**src/rtl/hash_serializer.sv**
```systemverilog
// Buffers 256-bit heavy-hash results in a circular FIFO and streams each one
// to the comparator as four 64-bit words, most-significant word first.
module hash_serializer #(
    parameter int DEPTH = 4
) (
    input  logic         clk,
    input  logic         rst,
    input  logic         stop,
    input  logic [255:0] hash_in,
    input  logic         hash_in_valid,
    output logic         hash_in_ready,
    input  logic         heavy_hash_re,
    output logic [63:0]  heavy_hash_dout,
    output logic         heavy_hash_dout_we,
    output logic         overflow,
    output logic [31:0]  hashes_accepted
);

    localparam int AW = (DEPTH > 1) ? $clog2(DEPTH) : 1;
    localparam int CW = AW + 1;
    localparam logic [CW-1:0] FULL_COUNT = CW'(DEPTH);

    typedef enum logic {
        IDLE,
        STREAM
    } state_t;

    logic [255:0]  mem [DEPTH];

    state_t        state_q, state_d;
    logic [AW-1:0] wr_ptr_q, wr_ptr_d;
    logic [AW-1:0] rd_ptr_q, rd_ptr_d;
    logic [CW-1:0] count_q, count_d;
    logic [1:0]    idx_q, idx_d;
    logic [63:0]   dout_q, dout_d;
    logic          we_q, we_d;
    logic          overflow_q, overflow_d;
    logic [31:0]   accepted_q, accepted_d;

    logic          push;
    logic          pop;
    logic [255:0]  head;
    logic [63:0]   head_word;

    assign hash_in_ready      = (count_q < FULL_COUNT);
    assign heavy_hash_dout    = dout_q;
    assign heavy_hash_dout_we = we_q;
    assign overflow           = overflow_q;
    assign hashes_accepted    = accepted_q;

    assign head = mem[rd_ptr_q];

    always_comb begin
        head_word = head[255:192];
        case (idx_q)
            2'd0:    head_word = head[255:192];
            2'd1:    head_word = head[191:128];
            2'd2:    head_word = head[127:64];
            default: head_word = head[63:0];
        endcase
    end

    // Storage has no reset so it can map onto block RAM.
    always_ff @(posedge clk) begin
        if (push) begin
            mem[wr_ptr_q] <= hash_in;
        end
    end

    always_comb begin
        state_d    = state_q;
        wr_ptr_d   = wr_ptr_q;
        rd_ptr_d   = rd_ptr_q;
        count_d    = count_q;
        idx_d      = idx_q;
        dout_d     = dout_q;
        we_d       = 1'b0;
        overflow_d = overflow_q;
        accepted_d = accepted_q;
        push       = 1'b0;
        pop        = 1'b0;

        if (stop) begin
            state_d  = IDLE;
            wr_ptr_d = '0;
            rd_ptr_d = '0;
            count_d  = '0;
            idx_d    = 2'd0;
        end else begin
            push = hash_in_valid && hash_in_ready;
            if (hash_in_valid && !hash_in_ready) begin
                overflow_d = 1'b1;
            end
            if (push) begin
                wr_ptr_d   = wr_ptr_q + AW'(1);
                accepted_d = accepted_q + 32'd1;
            end

            case (state_q)
                IDLE: begin
                    idx_d = 2'd0;
                    if (count_q != '0) begin
                        state_d = STREAM;
                    end
                end
                default: begin
                    if (heavy_hash_re && (count_q != '0)) begin
                        dout_d = head_word;
                        we_d   = 1'b1;
                        idx_d  = idx_q + 2'd1;
                        if (idx_q == 2'd3) begin
                            pop      = 1'b1;
                            rd_ptr_d = rd_ptr_q + AW'(1);
                        end
                    end
                end
            endcase

            case ({push, pop})
                2'b10:   count_d = count_q + CW'(1);
                2'b01:   count_d = count_q - CW'(1);
                default: count_d = count_q;
            endcase

            // Stay in STREAM across hashes so a held read enable sees no bubble.
            if (pop) begin
                state_d = (count_d != '0) ? STREAM : IDLE;
            end
        end
    end

    always_ff @(posedge clk or posedge rst) begin
        if (rst) begin
            state_q    <= IDLE;
            wr_ptr_q   <= '0;
            rd_ptr_q   <= '0;
            count_q    <= '0;
            idx_q      <= 2'd0;
            dout_q     <= '0;
            we_q       <= 1'b0;
            overflow_q <= 1'b0;
            accepted_q <= '0;
        end else begin
            state_q    <= state_d;
            wr_ptr_q   <= wr_ptr_d;
            rd_ptr_q   <= rd_ptr_d;
            count_q    <= count_d;
            idx_q      <= idx_d;
            dout_q     <= dout_d;
            we_q       <= we_d;
            overflow_q <= overflow_d;
            accepted_q <= accepted_d;
        end
    end

endmodule

```
**config.mk**
```make
export PLATFORM = sky130hd
export DESIGN_NAME = hash_serializer
export DESIGN_NICKNAME = d
export VERILOG_FILES = /design/src/rtl/hash_serializer.sv
export SDC_FILE = /design/constraint.sdc
export NUM_CORES = 1
export LEC_CHECK = 0
export BUFFER_PORTS_ARGS = -buffer_cell sky130_fd_sc_hd__buf_4
export CAP_MARGIN = 10
export CORE_AREA = 2 2 285 287
export CTS_CLUSTER_SIZE = 12
export DETAILED_ROUTE_END_ITERATION = 10
export DIE_AREA = 0 0 287 289
export PLACE_DENSITY = 0.74
export SYNTH_ARGS = -nofsm -noshare
export SYNTH_HDL_FRONTEND = slang
export SYNTH_SLANG_ARGS = --single-unit
```
**constraint.sdc**
```tcl
create_clock -name clk -period 22.6 [get_ports clk]
set_input_delay 3.39 -clock clk [delete_from_list [all_inputs] [get_ports clk]]
set_output_delay 3.39 -clock clk [all_outputs]
set_load 0.05 [all_outputs]
```
**Word level (Yosys, flattened, before mapping)**

Memories as Yosys holds them, arrays and structs flattened.
Index checks and enable logic that the tools add are counted.
W data, S select, Z words.

- Bitwise logic cells: 1
- Divide/modulo/power cells: 0
- Mux-type cells: 28
- Multiply operators: 0
- Order comparisons: 1
- Equality and inequality tests: 6
- Add/subtract/negate cells: 6
- Shift-type cells: 0
- Reductions and logical operators: 15

Operator list:

| cell | count |
|---|---|
| $pmux W64 S3 | 1 |
| $add A32 B1 Y32 const B | 1 |
| $mux W2 | 9 |
| $mux W1 | 15 |
| $reduce_bool A2 Y1 | 4 |
| $add A2 B1 Y2 const B | 3 |
| $eq A2 B2 Y1 const B | 3 |
| $mux W3 | 2 |
| $pmux W3 S2 | 1 |
| $reduce_and A3 Y1 | 2 |
| $reduce_bool A3 Y1 | 2 |
| $eq A2 B1 Y1 const B | 2 |
| $reduce_and A2 Y1 | 2 |
| $add A3 B1 Y3 const B | 1 |
| $logic_and A1 B1 Y1 | 3 |
| $lt A3 B3 Y1 const B | 1 |
| $ne A3 B2 Y1 const B | 1 |
| $sub A3 B1 Y3 const B | 1 |
| $logic_not A2 Y1 | 1 |
| $logic_not A1 Y1 | 1 |
| $not A1 Y1 | 1 |

- RAM bits: 1024
- Output and inout bits: 99
- Register bits after elaboration: 108
- Memory bits (read-only): 0
- Word-level logic and storage cells: 67
- Bits in latches: 0
- Input bits: 261
- Memories kept: 1

Memories:

| memory | words | bits a word | rd ports | clocked after memory_dff | write ports | line | RTL |
|---|---|---|---|---|---|---|---|
| mem | 4 | 256 | 1 | 0 | 1 | 28 | `logic [255:0] mem [DEPTH];` |

**Depth between registers and ports, before layout**

Gate-level depths: netlist (run 1).

- Depth in word-level cells: 12
- Depth in mapped cells: 10
- Depth with buffers taken out: 9

**Worst setup path before layout (run 1)**

Ideal clock, no wire load.

- Kind: input port to flip-flop
- From: input port hash_in_valid
- To: memory mem[0][0] (enable)
- Stages: 3
- Path buffers: 0
- Path slack: 12.368 ns
- Arrival time: 9.583 ns
- Path through: nand2b_1 -> nor2_1 -> and2_1

- Longest elaborated chain between the ends: 4

RTL lines:

| what | line | RTL |
|---|---|---|
| start: declaration | 10 | `input logic hash_in_valid,` |
| $logic_and A1 B1 Y1 | 90 | `push = hash_in_valid && hash_in_ready;` |
| $mux W1 | 83 | `if (stop) begin` |
| $mux W1 | 65 | `if (push) begin` |
| $mux W1 (implied by the code) | 66 | `mem[wr_ptr_q] <= hash_in;` |
| end: declaration | 28 |  |

No other way between the ends.

**Worst setup path after layout (run 1)**

- From: input port hash_in_valid
- To: memory mem[2][240] (enable)

Same word-level chain as after synthesis.

==> results of run 1 <==
through the flow:
stage | instance area [µm²] | power, W | utilization (%) | setup slack [ns]
finish | 50700 | 0.00462 | 63.4 | 16.22
detailed placement | 47300 | 0.00297 | 59.1 | 15.51
CTS | 50600 | 0.00466 | 63.4 | 16.18
global route | 50600 | 0.00477 | 63.4 | 15.97
global placement | 47300 | 0.00295 | 59.1 | 15.59
floorplan | 43500 | 0.00277 | - | 12.37
cell families (layout without fill, tap and decap cells):
family	after synthesis	after routing	share of synthesized area (%)
compound gates	265	265	4.19
xor+xnor	37	37	0.745
fa+ha+maj	12	12	0.362
buf+inv	144	610	1.62
flops	1132	1132	76.9
mux	449	449	12.2
other cells	0	19	0
simple gates	341	341	4.07
state kept, by name, summed over array words and instances, names as in the netlist, 2 cells and up:
register / count
hashes_accepted: 32
count_q: 3
mem: 1024
wr_ptr_q: 2
heavy_hash_dout: 64
rd_ptr_q: 2
idx_q: 2
how the worst min path moves through the flow:
stage	from	endpoint	cells after the start	slack, ns
after floorplan	wr_ptr_q[1]$_DFFE_PP0P_	wr_ptr_q[1]$_DFFE_PP0P_	2	0.54
after global placement	heavy_hash_dout[19]$_DFFE_PP0P_	heavy_hash_dout[19]$_DFFE_PP0P_	2	0.47
after detailed placement	heavy_hash_dout[26]$_DFFE_PP0P_	heavy_hash_dout[26]$_DFFE_PP0P_	2	0.47
after CTS	hashes_accepted[31]$_DFFE_PP0P_	hashes_accepted[31]$_DFFE_PP0P_	1	0.48
after global routing	hashes_accepted[31]$_DFFE_PP0P_	hashes_accepted[31]$_DFFE_PP0P_	1	0.49
final	hashes_accepted[31]$_DFFE_PP0P_	hashes_accepted[31]$_DFFE_PP0P_	1	0.48
where the power goes:
group	leakage [nW]	internal (W)	switching [W]
Combinational	4.38	0.000143	0.000325
Sequential	10.7	0.00240	0.0000567
Clock	1.62	0.000973	0.000726
Total	16.7	0.00351	0.00111
worst register-to-register path, stage by stage (launching register included):
cell	delay, ns
sky130_fd_sc_hd__dfrtp_1	0.50
sky130_fd_sc_hd__nand2b_1	0.31
sky130_fd_sc_hd__nor2_1	0.41
sky130_fd_sc_hd__and2_4	0.65
sky130_fd_sc_hd__buf_4	0.89
sky130_fd_sc_hd__buf_4	0.97
synthesized netlist by cell type, types with 2 or more instances:
cell type                  count  area (µm²)
sky130_fd_sc_hd__clkbuf_1     51         191
sky130_fd_sc_hd__and4_1        6        52.6
sky130_fd_sc_hd__inv_1        12        45.0
sky130_fd_sc_hd__ha_1         11         138
sky130_fd_sc_hd__xor2_1        6        52.6
sky130_fd_sc_hd__dfrtp_1     108        2700
sky130_fd_sc_hd__mux4_2       64        1440
sky130_fd_sc_hd__o22ai_1     128         801
sky130_fd_sc_hd__nand4_1      16         100
sky130_fd_sc_hd__nor2b_1      64         400
sky130_fd_sc_hd__clkbuf_2      2        10.0
sky130_fd_sc_hd__nor4_1       65         407
sky130_fd_sc_hd__mux2i_1     385        3850
sky130_fd_sc_hd__edfxtp_1   1024       30700
sky130_fd_sc_hd__buf_2        50         250
sky130_fd_sc_hd__xnor2_1      31         272
sky130_fd_sc_hd__o31ai_1      65         488
sky130_fd_sc_hd__buf_4         8        60.1
sky130_fd_sc_hd__nand2b_1      4        25.0
sky130_fd_sc_hd__buf_6         9         101
sky130_fd_sc_hd__and2_1        7        43.8
sky130_fd_sc_hd__o21bai_1     64         480
sky130_fd_sc_hd__and3_1        7        43.8
sky130_fd_sc_hd__buf_1        12        45.0
sky130_fd_sc_hd__nor2_1       77         289
sky130_fd_sc_hd__nand3_1       8        40.0
sky130_fd_sc_hd__nand2_1      81         304
sky130_fd_sc_hd__a21oi_1       3        15.0
cell type report:
cell class / count / area (µm²)
clock buffer: 188 / 3250
timing repair buffer: 391 / 2970
multi-input combinational: 1104 / 9450
clock inverter: 19 / 105
antenna: 19 / 47.5
fill: 5557 / 29200
tap: 1060 / 1330
inverter: 12 / 50.0
sequential: 1132 / 33500
routing by layer:
metal / vias up / routed length [µm] / track usage [%]
met1: 11800 / 37900 / 29.7
met5: - / 252 / 0
met4: 40 / 3070 / 9.26
met2: 814 / 50000 / 40.2
li1: 10200 / - / -
met3: 208 / 7630 / 5.76
==> run metrics, run 1 <==
launching element of the worst setup path=hash_in_valid; Crit. path cell count=6; number of clock buffers inserted by TritonCTS=112; effective utilization at floorplan=54.5%; fmax=0.157 GHz; worst setup skew after layout=0.0254 ns; count of buffers added by post-CTS timing repair for setup=0; number of nets with antenna violations after detailed routing=0; largest net degree at the start of global routing=140; number of antenna violations at the first check in global routing=37; worst reg2reg endpoint=mem[2][240]$_DFFE_PP_; average wire per standard cell=25.2 µm; kind of end point of the critical path=flip-flop; category of cells accounting for the largest share of critical-path delay=buffers and inverters; all-layer global routing usage=23.7%; max cap viols=0; global placement routability congestion=approximately 0.8; Slew Viols, Final=0; result of the run=completed; leading cell types in the layout, fill and taps excluded=1,024 x sky130_fd_sc_hd__edfxtp_1, 388 x sky130_fd_sc_hd__buf_4, 385 x sky130_fd_sc_hd__mux2i_1; ports placed on the boundary=360; sequence of cells on the critical path=buf_4, nand2b_1, nor2_1, and2_4, buf_4, buf_4; vias per cell=5.86; worst hold slack across all endpoints=0.476 ns; Placement Rows=around 100; NumNets Final=slightly above 3k; CP peak stage delay=about 0.9 ns; Setup-failing EPs final=0; DRC marker count from the first detailed-route iteration=1,690; Non-Filler Instances=between 3k and 4k; number of enable-type register cells in the synthesized netlist=1,024; Pleak=16.7 nW; Resized cells post-CTS=0; buffer depth of the longest clock path=3; Area Overhead vs Synth=16.4%; Hold Vio Cnt, Final=0; worst-skew pair later-pin latency=0.66 ns; via count of the first global-routing pass=24.1k; global-route wire length before repair=147 mm; critical path class=input pin to flip-flop; vertical die dimension=289 µm; relative slew slack=27.7%; required time reported for the critical path endpoint=approximately 23 ns; number of distinct standard cells referenced by the synthesized netlist=40; cell with the most instances on the worst path=sky130_fd_sc_hd__buf_4; half-perimeter wire length after placement=56.3 mm; quantity of I/O buffers inserted on ports=359; standard cell with the maximum stage delay on the critical path=sky130_fd_sc_hd__buf_4; average cell area after synthesis=18.3 µm²; clock tree from TritonCTS=yes; r2r worst-path depth=5; clk root buf=sky130_fd_sc_hd__clkbuf_16; most common cell after layout, fill and taps aside=sky130_fd_sc_hd__edfxtp_1; actual slew at the worst max-slew pin=roughly 1.1 ns; startpoint of the lowest-slack register-to-register path=count_q[2]$_DFF_PP0_; final routed DRC violation total=0; Post-Route WL=98.8 mm; Synth warnings=0; WP data arrival=between 6 and 7 ns; synthesized netlist net count=2,653; unrepaired setup endpoints after global routing=false; hold buffer count at cts=0; layout cell share with drive strength beyond 1=21.5%; netlist area before placement=approximately 0.044 mm²; post-route clock period utilization=28.2%; Pwr Density=slightly above 90 mW/mm²; synthesis-stage register bit count=1,132; Sinks on Clock Net=1,132; flop-to-flop setup slack=18.43 ns; worst setup path endpoint=mem[2][240]$_DFFE_PP_; peak supply drop=0.0709 mV; first-pass iteration count of the detailed router=5; die width=287 µm; area of the placeable core=0.0799 mm²; Critical path buffers and inverters=3; Final min period=6.38 ns; sequential fraction of the synthesis area=76.9%; kind of launch point of the worst setup path=input pin; via count=23.0k; async set-reset flop share out of synthesis=9.54%; CTS clk-pin slew, worst paths=0.06 ns; TNS Setup=0 ns; number of instances in the synthesized netlist=2,380; kind of path behind the tightest hold check=flip-flop to flip-flop; residual overflow from global routing=0; htree depth=3; ys flop type=sky130_fd_sc_hd__edfxtp_1; Die Footprint=0.0829 mm²; Placed Instances=between 3k and 4k; crit path max fanout=67
Power figures use the tool's default switching activity.
==> inputs of run 2 (changes only) <==
Settings changed: CORE_AREA 2 2 285 287 to 2 2 287 289, DIE_AREA 0 0 287 289 to 0 0 289 291, PLACE_DENSITY 0.74 to 0.76.
Clock period 22.6 ns to 5.3 ns, I/O delays scaled along.
==> run 2 against run 1 <==
Sequential cell count unchanged. Sequential share of layout area decreased by 0.34 points. Final cell count is 0.38% higher. Clock skew about the same. Setup slack worse by 14 ns. First-iteration DRC count increased by 22%. Wire length is 2.8% higher. Die area is 1.4% higher. Hold slack worse by 0.16 ns. Sequential power rose to 4.3 times the previous value. Combinational power rose to 4.4 times the previous value. Critical endpoint is now heavy_hash_dout[17]$_DFFE_PP0P_. Largest power group unchanged. Highest routed layer unchanged.
==> run metrics, run 2 (synthesis gave the netlist of run 1 again) <==
result of the run=completed (unchanged); combinational fraction of design power=10.2% (was 10.1%); Seq pwr share=52.4% (was 53.1%); Area Overhead vs Synth=17.0% (was 16.4%); effective utilization at floorplan=53.6% (was 54.5%); crit path max fanout=50 (was 67); layout cell share with drive strength beyond 1=21.7% (was 21.5%); actual slew at the worst max-slew pin=1.05 ns (was 1.09 ns); count of buffers added by post-CTS timing repair for setup=0 (unchanged); Placement Rows=105 (was 104); final routed DRC violation total=0 (unchanged); number of antenna violations at the first check in global routing=28 (was 37); max cap viols=0 (unchanged); Post-Route WL=102 mm (was 98.8 mm); unrepaired setup endpoints after global routing=false (unchanged); number of nets with antenna violations after detailed routing=0 (unchanged); Setup-failing EPs final=0 (unchanged); first-pass iteration count of the detailed router=5 (unchanged); kind of launch point of the worst setup path=flip-flop (was input pin); buffer depth of the longest clock path=3 (unchanged); post-route clock period utilization=58.7%; vertical die dimension=291 µm (was 289 µm); WP data arrival=3.65 ns (was 6.65 ns); Internal Power=0.0151 W (was 0.00351 W); clk root buf=sky130_fd_sc_hd__clkbuf_16 (unchanged); largest net degree at the start of global routing=122 (was 140); TNS Setup=0 ns (unchanged); clock tree from TritonCTS=yes (unchanged); met3 usage in global routing=6.39% (was 5.76%); NumNets Final=3,029 (was 3,026); clock network power share=37.3% (was 36.8%); Final min period=between 3 and 4 ns; met1 Use GR=30.1% (was 29.7%); Resized cells post-CTS=0 (unchanged); Die Footprint=0.0841 mm² (was 0.0829 mm²); Non-Filler Instances=3,940 (was 3,925); peak supply drop=0.327 mV (was 0.0709 mV); Slew Viols, Final=0 (unchanged); Most Crowded Layer GR=met2 (unchanged); area of the placeable core=0.0812 mm² (was 0.0799 mm²); Biggest register=mem (unchanged); sw power=0.00489 W (was 0.00111 W); hold buffer count at cts=0 (unchanged); GRT met2 Usage=39.1% (was 40.2%); max reg flops=1,024 (unchanged); relative slew slack=30.1% (was 27.7%); average wire per standard cell=25.8 µm (was 25.2 µm); Hold Vio Cnt, Final=0 (unchanged); worst setup skew after layout=0.0258 ns (was 0.0254 ns); die width=289 µm (was 287 µm); via count of the first global-routing pass=24.0k (was 24.1k); residual overflow from global routing=0 (unchanged); kind of end point of the critical path=flip-flop (unchanged); leading cell types in the layout, fill and taps excluded=1,024 x sky130_fd_sc_hd__edfxtp_1, 385 x sky130_fd_sc_hd__mux2i_1, 382 x sky130_fd_sc_hd__buf_4 (was 1,024 x sky130_fd_sc_hd__edfxtp_1, 388 x sky130_fd_sc_hd__buf_4, 385 x sky130_fd_sc_hd__mux2i_1); Pleak=16.8 nW (was 16.7 nW); critical path class=flip-flop to flip-flop (was input pin to flip-flop); CTS clk-pin slew, worst paths=0.06 ns (about the same); htree depth=3 (unchanged); ports placed on the boundary=360 (unchanged); global placement routability congestion=0.799 (was 0.803); worst-skew pair later-pin latency=0.68 ns (was 0.66 ns); overall power after layout=0.0200 W (was 0.00462 W); required time reported for the critical path endpoint=5.83 ns (was 22.87 ns); Sinks on Clock Net=1,132 (unchanged); global-route wire length before repair=149 mm (was 147 mm); Pwr Density=393 mW/mm² (was 91.2 mW/mm²); fmax=roughly 0.32 GHz; most common cell after layout, fill and taps aside=sky130_fd_sc_hd__edfxtp_1 (unchanged); Placed Instances=3,713 (was 3,699); kind of path behind the tightest hold check=input pin to flip-flop (was flip-flop to flip-flop); switching power share of the total=24.5% (was 24.0%); number of clock buffers inserted by TritonCTS=111 (was 112); quantity of I/O buffers inserted on ports=359 (unchanged); DRC marker count from the first detailed-route iteration=2,057 (was 1,690); all-layer global routing usage=23.9% (was 23.7%); vias per cell=5.89 (was 5.86); half-perimeter wire length after placement=60.0 mm (was 56.3 mm); via count=23.2k (was 23.0k)
## run 2: cell types whose count changed in the layout (fill, tap and decap cells not counted), sizes merged
cell      previous run  this run
buf                391       395
bufinv               0         3
clkbuf             188       192
clkinv              17        11
clkinvlp             1         0
diode               19        18
inv                 13        15
## run 2: per-stage QoR
stage	utilization, %	hold WS, ns	instance area, µm²	worst slack [ns]
after global placement	58.4	0.465	47400	2.13
after global routing	62.7	0.302	50900	2.07
final	62.7	0.316	50900	2.19
after CTS	62.7	0.282	50900	2.19
after detailed placement	58.4	0.469	47400	2.07
after floorplan	-	0.542	43500	0.542
## run 2: power by group through the flow
stage / Combinational (W) / Clock [W] / Sequential (W)
2_1_floorplan: 0.000434 / 0 / 0.0114
3_3_place_gp: 0.00202 / 0 / 0.0106
3_5_place_dp: 0.00206 / 0 / 0.0107
4_1_cts: 0.00207 / 0.00758 / 0.0105
5_1_grt: 0.00216 / 0.00794 / 0.0105
6_report: 0.00205 / 0.00747 / 0.0105
## run 2: layout make-up
class / count / area [µm²]
flip-flops and latches: 1132 / 33500
clock inverters: 17 / 220
fillers: 5602 / 30300
clock buffers: 192 / 3230
multi-input cells: 1104 / 9450
well taps: 1070 / 1340
inverters: 12 / 50.0
diodes: 18 / 45.0
repair buffers: 395 / 3130
## run 2: final timing paths
kind	start	to	slack, ns	cells after the start
hold reg to reg	hashes_accepted[31]$_DFFE_PP0P_	hashes_accepted[31]$_DFFE_PP0P_	0.48	1
setup / recovery	rd_ptr_q[1]$_DFFE_PP0P_	heavy_hash_dout[17]$_DFFE_PP0P_	2.19	5
setup reg to reg	rd_ptr_q[1]$_DFFE_PP0P_	heavy_hash_dout[17]$_DFFE_PP0P_	2.19	5
max in group asynchronous	rst	rd_ptr_q[0]$_DFFE_PP0P_	3.76	3
hold / removal	hash_in[20]	mem[3][20]$_DFFE_PP_	0.32	1
min in group asynchronous	rst	hashes_accepted[30]$_DFFE_PP0P_	0.33	2
## run 2: critical path, cell delays in order (launching register included)
cell	delay (ns)
sky130_fd_sc_hd__dfrtp_4	1.05
sky130_fd_sc_hd__nand2b_4	0.92
sky130_fd_sc_hd__buf_4	0.46
sky130_fd_sc_hd__nor2_1	0.13
sky130_fd_sc_hd__nor4_1	0.25
sky130_fd_sc_hd__o31ai_1	0.12
## run 2: routing by layer
layer	share of wire, %	vias up
met2	51	956
met1	37	11800
met3	9.1	181
met4	2.9	26
met5	0.18	-
li1	-	10200
